[config.mk]
export PLATFORM = sky130hd
export DESIGN_NAME = aq_ifu_ipack_rd
export DESIGN_NICKNAME = d
export VERILOG_FILES = /design/src/rtl/aq_ifu_ipack_rd.sv
export SDC_FILE = /design/constraint.sdc
export NUM_CORES = 1
export LEC_CHECK = 0
export ABC_AREA = 1
export CAP_MARGIN = 20
export CORE_AREA = 2 2 105 107
export CTS_BUF_LIST = sky130_fd_sc_hd__clkbuf_8
export CTS_CLUSTER_DIAMETER = 80
export DETAILED_ROUTE_END_ITERATION = 10
export DIE_AREA = 0 0 107 109
export SLEW_MARGIN = 25
export SYNTH_ARGS = -nofsm -noshare
export SYNTH_HDL_FRONTEND = slang
export SYNTH_SLANG_ARGS = --single-unit
[constraint.sdc]
create_clock -name forever_cpuclk -period 3.3 [get_ports forever_cpuclk]
set_clock_uncertainty 0.2 [all_clocks]
set_input_delay 0.66 -clock forever_cpuclk [delete_from_list [all_inputs] [get_ports forever_cpuclk]]
set_output_delay 0.66 -clock forever_cpuclk [all_outputs]
set_load 0.02 [all_outputs]
[src/rtl/aq_ifu_ipack_rd.sv]
// Read side of the IFU instruction package buffer: assembles RVC/32-bit instructions
// from half-word entries and issues them through a registered valid/ready stage.
// Optional feature: define AQ_IFU_IPACK_EXPT_EARLY_EN to issue a faulting half0 on its own.
module aq_ifu_ipack_rd #(
    parameter int unsigned ENTRY_NUM = 4,
    parameter int unsigned PTR_W     = 2
) (
    input  logic                   forever_cpuclk,
    input  logic                   cpurst_b,
    input  logic                   ipack_buf_flush,
    input  logic [ENTRY_NUM-1:0]   ipack_entry_vld,
    input  logic [16*ENTRY_NUM-1:0] ipack_entry_inst,
    input  logic [ENTRY_NUM-1:0]   ipack_entry_acc_err,
    input  logic [ENTRY_NUM-1:0]   ipack_entry_pgflt,
    output logic [ENTRY_NUM-1:0]   ipack_entry_retire_en,
    output logic [PTR_W-1:0]       ipack_rd_ptr,
    output logic                   ifu_idu_inst_vld,
    output logic [31:0]            ifu_idu_inst,
    output logic                   ifu_idu_inst_is16,
    output logic                   ifu_idu_acc_err,
    output logic                   ifu_idu_pgflt,
    output logic                   ifu_idu_expt_hi,
    input  logic                   idu_ifu_inst_ready
);

    logic [PTR_W-1:0] ptr_q, ptr_d, ptr_nxt;
    logic             vld_q, vld_d;
    logic [31:0]      inst_q, inst_d;
    logic             is16_q, is16_d;
    logic             acc_q, acc_d;
    logic             pg_q, pg_d;
    logic             hi_q, hi_d;

    logic [15:0]      h0, h1;
    logic             vld0, vld1, acc0, acc1, pg0, pg1, fault0, fault1;
    logic             is16, single, cand_rdy, load;
    logic [ENTRY_NUM-1:0] oh0, oh1;

    always_comb begin
        ptr_nxt = ptr_q + PTR_W'(1);
        h0      = ipack_entry_inst[{ptr_q, 4'b0000} +: 16];
        h1      = ipack_entry_inst[{ptr_nxt, 4'b0000} +: 16];
        vld0    = ipack_entry_vld[ptr_q];
        vld1    = ipack_entry_vld[ptr_nxt];
        acc0    = ipack_entry_acc_err[ptr_q];
        acc1    = ipack_entry_acc_err[ptr_nxt];
        pg0     = ipack_entry_pgflt[ptr_q];
        pg1     = ipack_entry_pgflt[ptr_nxt];
        fault0  = acc0 | pg0;
        fault1  = acc1 | pg1;
        is16    = (h0[1:0] != 2'b11);
`ifdef AQ_IFU_IPACK_EXPT_EARLY_EN
        // A faulting half0 is issued alone; its upper half is never needed.
        single  = is16 | fault0;
`else
        single  = is16;
`endif
        cand_rdy = vld0 & (single | vld1);
        load     = cand_rdy & (~vld_q | idu_ifu_inst_ready) & ~ipack_buf_flush;
        oh0      = ENTRY_NUM'(1) << ptr_q;
        oh1      = ENTRY_NUM'(1) << ptr_nxt;
    end

    always_comb begin
        ipack_entry_retire_en = '0;
        if (load && cpurst_b) begin
            ipack_entry_retire_en = single ? oh0 : (oh0 | oh1);
        end
    end

    always_comb begin
        vld_d  = vld_q;
        inst_d = inst_q;
        is16_d = is16_q;
        acc_d  = acc_q;
        pg_d   = pg_q;
        hi_d   = hi_q;
        ptr_d  = ptr_q;
        if (ipack_buf_flush) begin
            vld_d = 1'b0;
            ptr_d = '0;
        end else if (load) begin
            vld_d  = 1'b1;
            inst_d = single ? {16'b0, h0} : {h1, h0};
            is16_d = is16;
            acc_d  = acc0 | (~single & acc1);
            pg_d   = pg0 | (~single & pg1);
            hi_d   = ~single & ~fault0 & fault1;
            ptr_d  = single ? ptr_nxt : (ptr_q + PTR_W'(2));
        end else if (idu_ifu_inst_ready) begin
            vld_d = 1'b0;
        end
    end

    always_ff @(posedge forever_cpuclk) begin
        if (!cpurst_b) begin
            vld_q  <= 1'b0;
            inst_q <= '0;
            is16_q <= 1'b0;
            acc_q  <= 1'b0;
            pg_q   <= 1'b0;
            hi_q   <= 1'b0;
            ptr_q  <= '0;
        end else begin
            vld_q  <= vld_d;
            inst_q <= inst_d;
            is16_q <= is16_d;
            acc_q  <= acc_d;
            pg_q   <= pg_d;
            hi_q   <= hi_d;
            ptr_q  <= ptr_d;
        end
    end

    assign ipack_rd_ptr      = ptr_q;
    assign ifu_idu_inst_vld  = vld_q;
    assign ifu_idu_inst      = inst_q;
    assign ifu_idu_inst_is16 = is16_q;
    assign ifu_idu_acc_err   = acc_q;
    assign ifu_idu_pgflt     = pg_q;
    assign ifu_idu_expt_hi   = hi_q;

endmodule

# == Word level (Yosys, flattened, before mapping) ==
# Cells that the tools add are included.
# op_classes
bitwise_logic,19
shifts,4
order_cmp,2
n_reduce_logical,4
n_addsub,2
mux,18
eq_ne,1
# op_table
operator,count
$shiftx 64x7->16,2
$mux 32,1
$bmux 1 s2,6
$mux 1,8
$mux 4,2
$shl 1x2->4 const A,2
$and 1x1->1,7
$lt 2x3->1 const B,2
$or 1x1->1,6
$not 1->1,5
$or 4x4->4,1
$add 2x1->2 const B,1
$add 2x2->2 const B,1
$mux 2,1
$ne 2x2->1 const B,1
$reduce_and 2->1,1
$reduce_bool 2->1,1
$reduce_or 2->1,1
$logic_and 1x1->1,1
# totals
out_inout_bits,43
regBits,39
elab_cells,57
in_bits,80

# == Logic depth before layout (Yosys ltp) ==
# logic_depth
depth_word,9
depth_mapped,16
depth_no_buf,10

# == Worst setup path before layout ==
# Ideal clock, no wire load.
# synth_timing
path_kind,register to output
startpoint,"reg ptr_q[0], in the netlist ipack_rd_ptr[0]"
endpoint,out ipack_entry_retire_en[2]
setup_slack_ns,-0.081
stages_incl_launch_ff,16
path_buffers,5
t_required_ns,2.440
arrival_ns,2.521
cell_sequence,dfxtp_1 -> buf_6 -> inv_4 -> buf_6 -> buf_2 -> buf_2 -> ha_1 -> buf_2 -> inv_1 -> nand3_1 -> nand2_1 -> inv_1 -> nand2_4 -> nand2_8 -> nand2_1 -> a21oi_1
# synth_via
elab_chain_cells,9
# synth_lines
element,line_no,rtl
from (decl),26,"logic [PTR_W-1:0] ptr_q, ptr_d, ptr_nxt;"
from (signal assigned),111,ptr_q <= ptr_d;
"parallel branches: the longest is 8 deep, another holds $shiftx 64x7->16",--,
$mux 4 (*),66,if (load && cpurst_b) begin
to (decl),15,"output logic [ENTRY_NUM-1:0] ipack_entry_retire_en,"
# Every way passes the cells marked *. The select of a mux whose other input is x is not followed.

# == Worst setup path after layout ==
# layout_timing
startpoint,in idu_ifu_inst_ready
endpoint,out ipack_entry_retire_en[3]
# layout_via
elab_chain_cells,5
# layout_lines
element,line_no,rtl
from (decl),23,input logic idu_ifu_inst_ready
$or 1x1->1,59,load = cand_rdy & (~vld_q | idu_ifu_inst_ready) & ~ipack_buf_flush;
$and 1x1->1 (2 in a row),59,
$logic_and 1x1->1,66,
$mux 4,66,
# No other way between the ends.

==> results.yml <==
clocking:
  holdBufCountCts: 0
  clkTransAtPathRegs_ns: 0.08
  max-clock-path-buffers: 2
  numCtsBuffers: 5
  cts_resized: 4
  cts_sinks: 39
  htree_num_levels: 2
  cts-root-buf: "clkbuf_8"
  clkLatencyLatePin_ns: 0.29
  cts_tree: "done"
  postCtsSetupRepairBufs: 0
routing:
  vias: 3680
  dr.pass1.iters: 4
  detail-route-antenna-nets: 0
  drc: 0
  routed_wl_um: 11000
  viasPerCell: 4.779
  drtIter0Drc: 253
  routedWlPerCell_um: 14.28
sta:
  final_hold_viol_count: 0
  relSlewSlack_pct: 67.94
  slew_violations: 0
  rsz0062_at_grt: "false"
  fin_crit_sh_pct: 95.39
  fin_crit_ns: 3.148
  max_freq_ghz: 0.3177
  setup_viol_count_final: 0
  holdWs_ns: 0.2784
  tightest_slew_ns: 0.4809
logic_synthesis:
  netlist_area_sq_um: 3069
  async_reset_ff_share_pct: 0
  synthTopCellsByArea: "dfxtp_1 25%, nand2_1 18%, a21oi_1 11%, o21ai_0 7.8%, nor2_1 6.0%"
  synthAdderAreaFrac_pct: 2.038
  synth_most_common_cell: "nand2_1"
  yosys-top-cells-count: "146 x nand2_1, 67 x a21oi_1, 49 x nor2_1"
  ys_seq_elements: 39
  yosys.area_share.simple_pct: 38.12
  seq_area_frac_synth_pct: 25.44
  synthDistinctLibCells: 25
  syn_avg_cell_area_sq_um: 5.960
  synthMuxAreaShare_pct: 0
  yosys_warnings: 0
  yosysTopAreaCellShare_pct: 25.44
  synth_ff_type: "dfxtp_1"
  syn-num-nets: 600
  synth_compound_area_share_pct: 22.18
  synthXorXnorAreaFrac_pct: 0
  synthCells: 515
  synth.largest_area_cell: "dfxtp_1"
  synth_top_family_by_area: "simple AND/OR/NAND/NOR gates"
  synth-edff-count: 0
grt:
  grt_max_degree: 84
  grt_pass1_vias: 3407
  grt_pass1_wl_um: 17350
  grt.total_usage_pct: 18.79
  grt_overflow: 0
  antenna_found_initial: 0
finish:
  finalNetCount: 714
  diodes: 0
  syn2layout_area_growth_pct: 48.35
  drive_gt1_share_pct: 8.571
  fillers: 1097
  instances_no_fill: 770
placement:
  gp_congestion: 0.8283
  dp.cells: 762
  io_buffers: 122
  dpl.hpwl_um: 7858
worst_setup_path:
  critPathCapture: "ipack_entry_retire_en[3]"
  reg2reg_depth: 10
  required_ns: 2.44
  crit_arrival_ns: 2.29
  slowest_delay_ns: 0.46
  cp-start-kind: "primary input"
  regToRegStartpoint: "ipack_rd_ptr[0]"
  reg2reg_to: "ifu_idu_inst[16]"
  cp-startpoint: "idu_ifu_inst_ready"
  critPathKind: "primary input to primary output"
  critPathMaxFanout: 4
  slowest_stage: "clkdlybuf4s50_1"
  r2r_slack_ns: 0.71
  path_cells: "clkdlybuf4s50_1 -> inv_1 -> a21oi_1 -> nand2_2 -> nor2_4 -> nand2_4 -> nand2_8 -> nand2_1 -> nor2_1 -> dlygate4sd2_1"
  cp-end-kind: "primary output"
worst_hold_path:
  hold_start: "ifu_idu_inst[28]"
  hold_class: "flip-flop to flip-flop"
pwr:
  ir_drop_v: 0.0001684
  static-leakage-power_nw: 1.989
  finalPower_mw: 1.519
  p_per_area_nw_per_um2: 333.7
floorplanning:
  ios: 123
  dieHeight_um: 109
  core_sq_um: 10600
  initial_core_util_pct: 28.95
  die-area_sq_um: 11660
  num_rows: 38
  die_x_um: 107
run_status:
  status: "finished clean"
job:
  max_cap_violations: 0
through the flow:
| step | setup WS [ns] | setup TNS, ns | utilization [%] | cell area, sq um |
|---|---|---|---|---|
| 6_report | 0.1521 | 0 | 42.94 | 4553 |
| 5_1_grt | 0.0007696 | 0 | 42.94 | 4553 |
| 4_1_cts | 0.1274 | 0 | 42.93 | 4552 |
| 3_5_place_dp | -0.1484 | -0.5243 | 41.92 | 4444 |
| 3_3_place_gp | -0.1286 | -0.4841 | 41.92 | 4444 |
| 2_1_floorplan | -0.03466 | -0.1040 | - | 3073 |
placed cells by master (no fill, tap or decap), types with 3 or more instances in the layout:
| cell type | count |
|---|---|
| a21oi_1 | 66 |
| buf_4 | 22 |
| clkbuf_8 | 5 |
| clkdlybuf4s50_1 | 118 |
| dfxtp_1 | 38 |
| dlygate4sd2_1 | 3 |
| ha_1 | 5 |
| inv_1 | 41 |
| nand2_1 | 146 |
| nand2_4 | 3 |
| nand3_1 | 31 |
| nand3b_1 | 14 |
| nor2_1 | 49 |
| nor2_2 | 10 |
| o211ai_1 | 14 |
| o21ai_0 | 48 |
worst max-delay path: cells and delay by family:
kind | cells | cell delay, ns
compound gates | 1 | 0.17
buf+inv | 3 | 0.85
simple gates | 6 | 0.59
how the worst min path moves through the flow:
stage | endpoint | slack, ns | depth (start not counted)
6_report | ifu_idu_inst[28] | 0.28 | 2
5_1_grt | ifu_idu_inst[30] | 0.30 | 2
4_1_cts | ifu_idu_inst[22] | 0.28 | 2
3_5_place_dp | ifu_idu_inst[30] | 0.27 | 2
3_3_place_gp | ifu_idu_inst[22] | 0.26 | 2
2_1_floorplan | ifu_idu_inst_is16 | 0.34 | 2
report_power, final:
part / total (mW) / internal (mW) / switching, mW / leakage, nW
Sequential: 0.532 / 0.508 / 0.0248 / 0.320
Combinational: 0.580 / 0.272 / 0.308 / 1.61
Clock: 0.407 / 0.225 / 0.182 / 0.0581
layout make-up:
cell class / instances / area (sq um) / area share [%]
sequential: 39 / 782.0 / 17.18
clock inverter: 3 / 43.79 / 0.9618
multi-input combinational: 395 / 1917 / 42.10
timing repair buffer: 145 / 1403 / 30.81
tap: 140 / 175.2 / 3.847
clock buffer: 5 / 68.82 / 1.511
inverter: 43 / 163.9 / 3.600
registers in the layout, summed over array words and instances, names as in the netlist:
signal,count
ifu_idu_inst_vld,1
ifu_idu_acc_err,1
ifu_idu_pgflt,1
ifu_idu_inst_is16,1
ifu_idu_expt_hi,1
ifu_idu_inst,32
ipack_rd_ptr,2
layer usage:
layer	part of all wire, %	vias to the layer above	routed length (um)	GRT usage [%]
met4	0.56	0	62	2.690
met3	6.3	4	695	3.766
met2	46	109	5081	31.12
met5	0	-	0	0
li1	-	1901	-	-
met1	47	1666	5159	25.90
cell families (layout without fill, tap and decap cells):
kind of cell | after synthesis | after routing
buffers and inverters | 81 | 196
adders and majority gates | 5 | 5
AOI/OAI and AO/OA | 129 | 129
DFF | 39 | 39
and+or+nand+nor | 261 | 261
(Power assumes the default switching activity.)
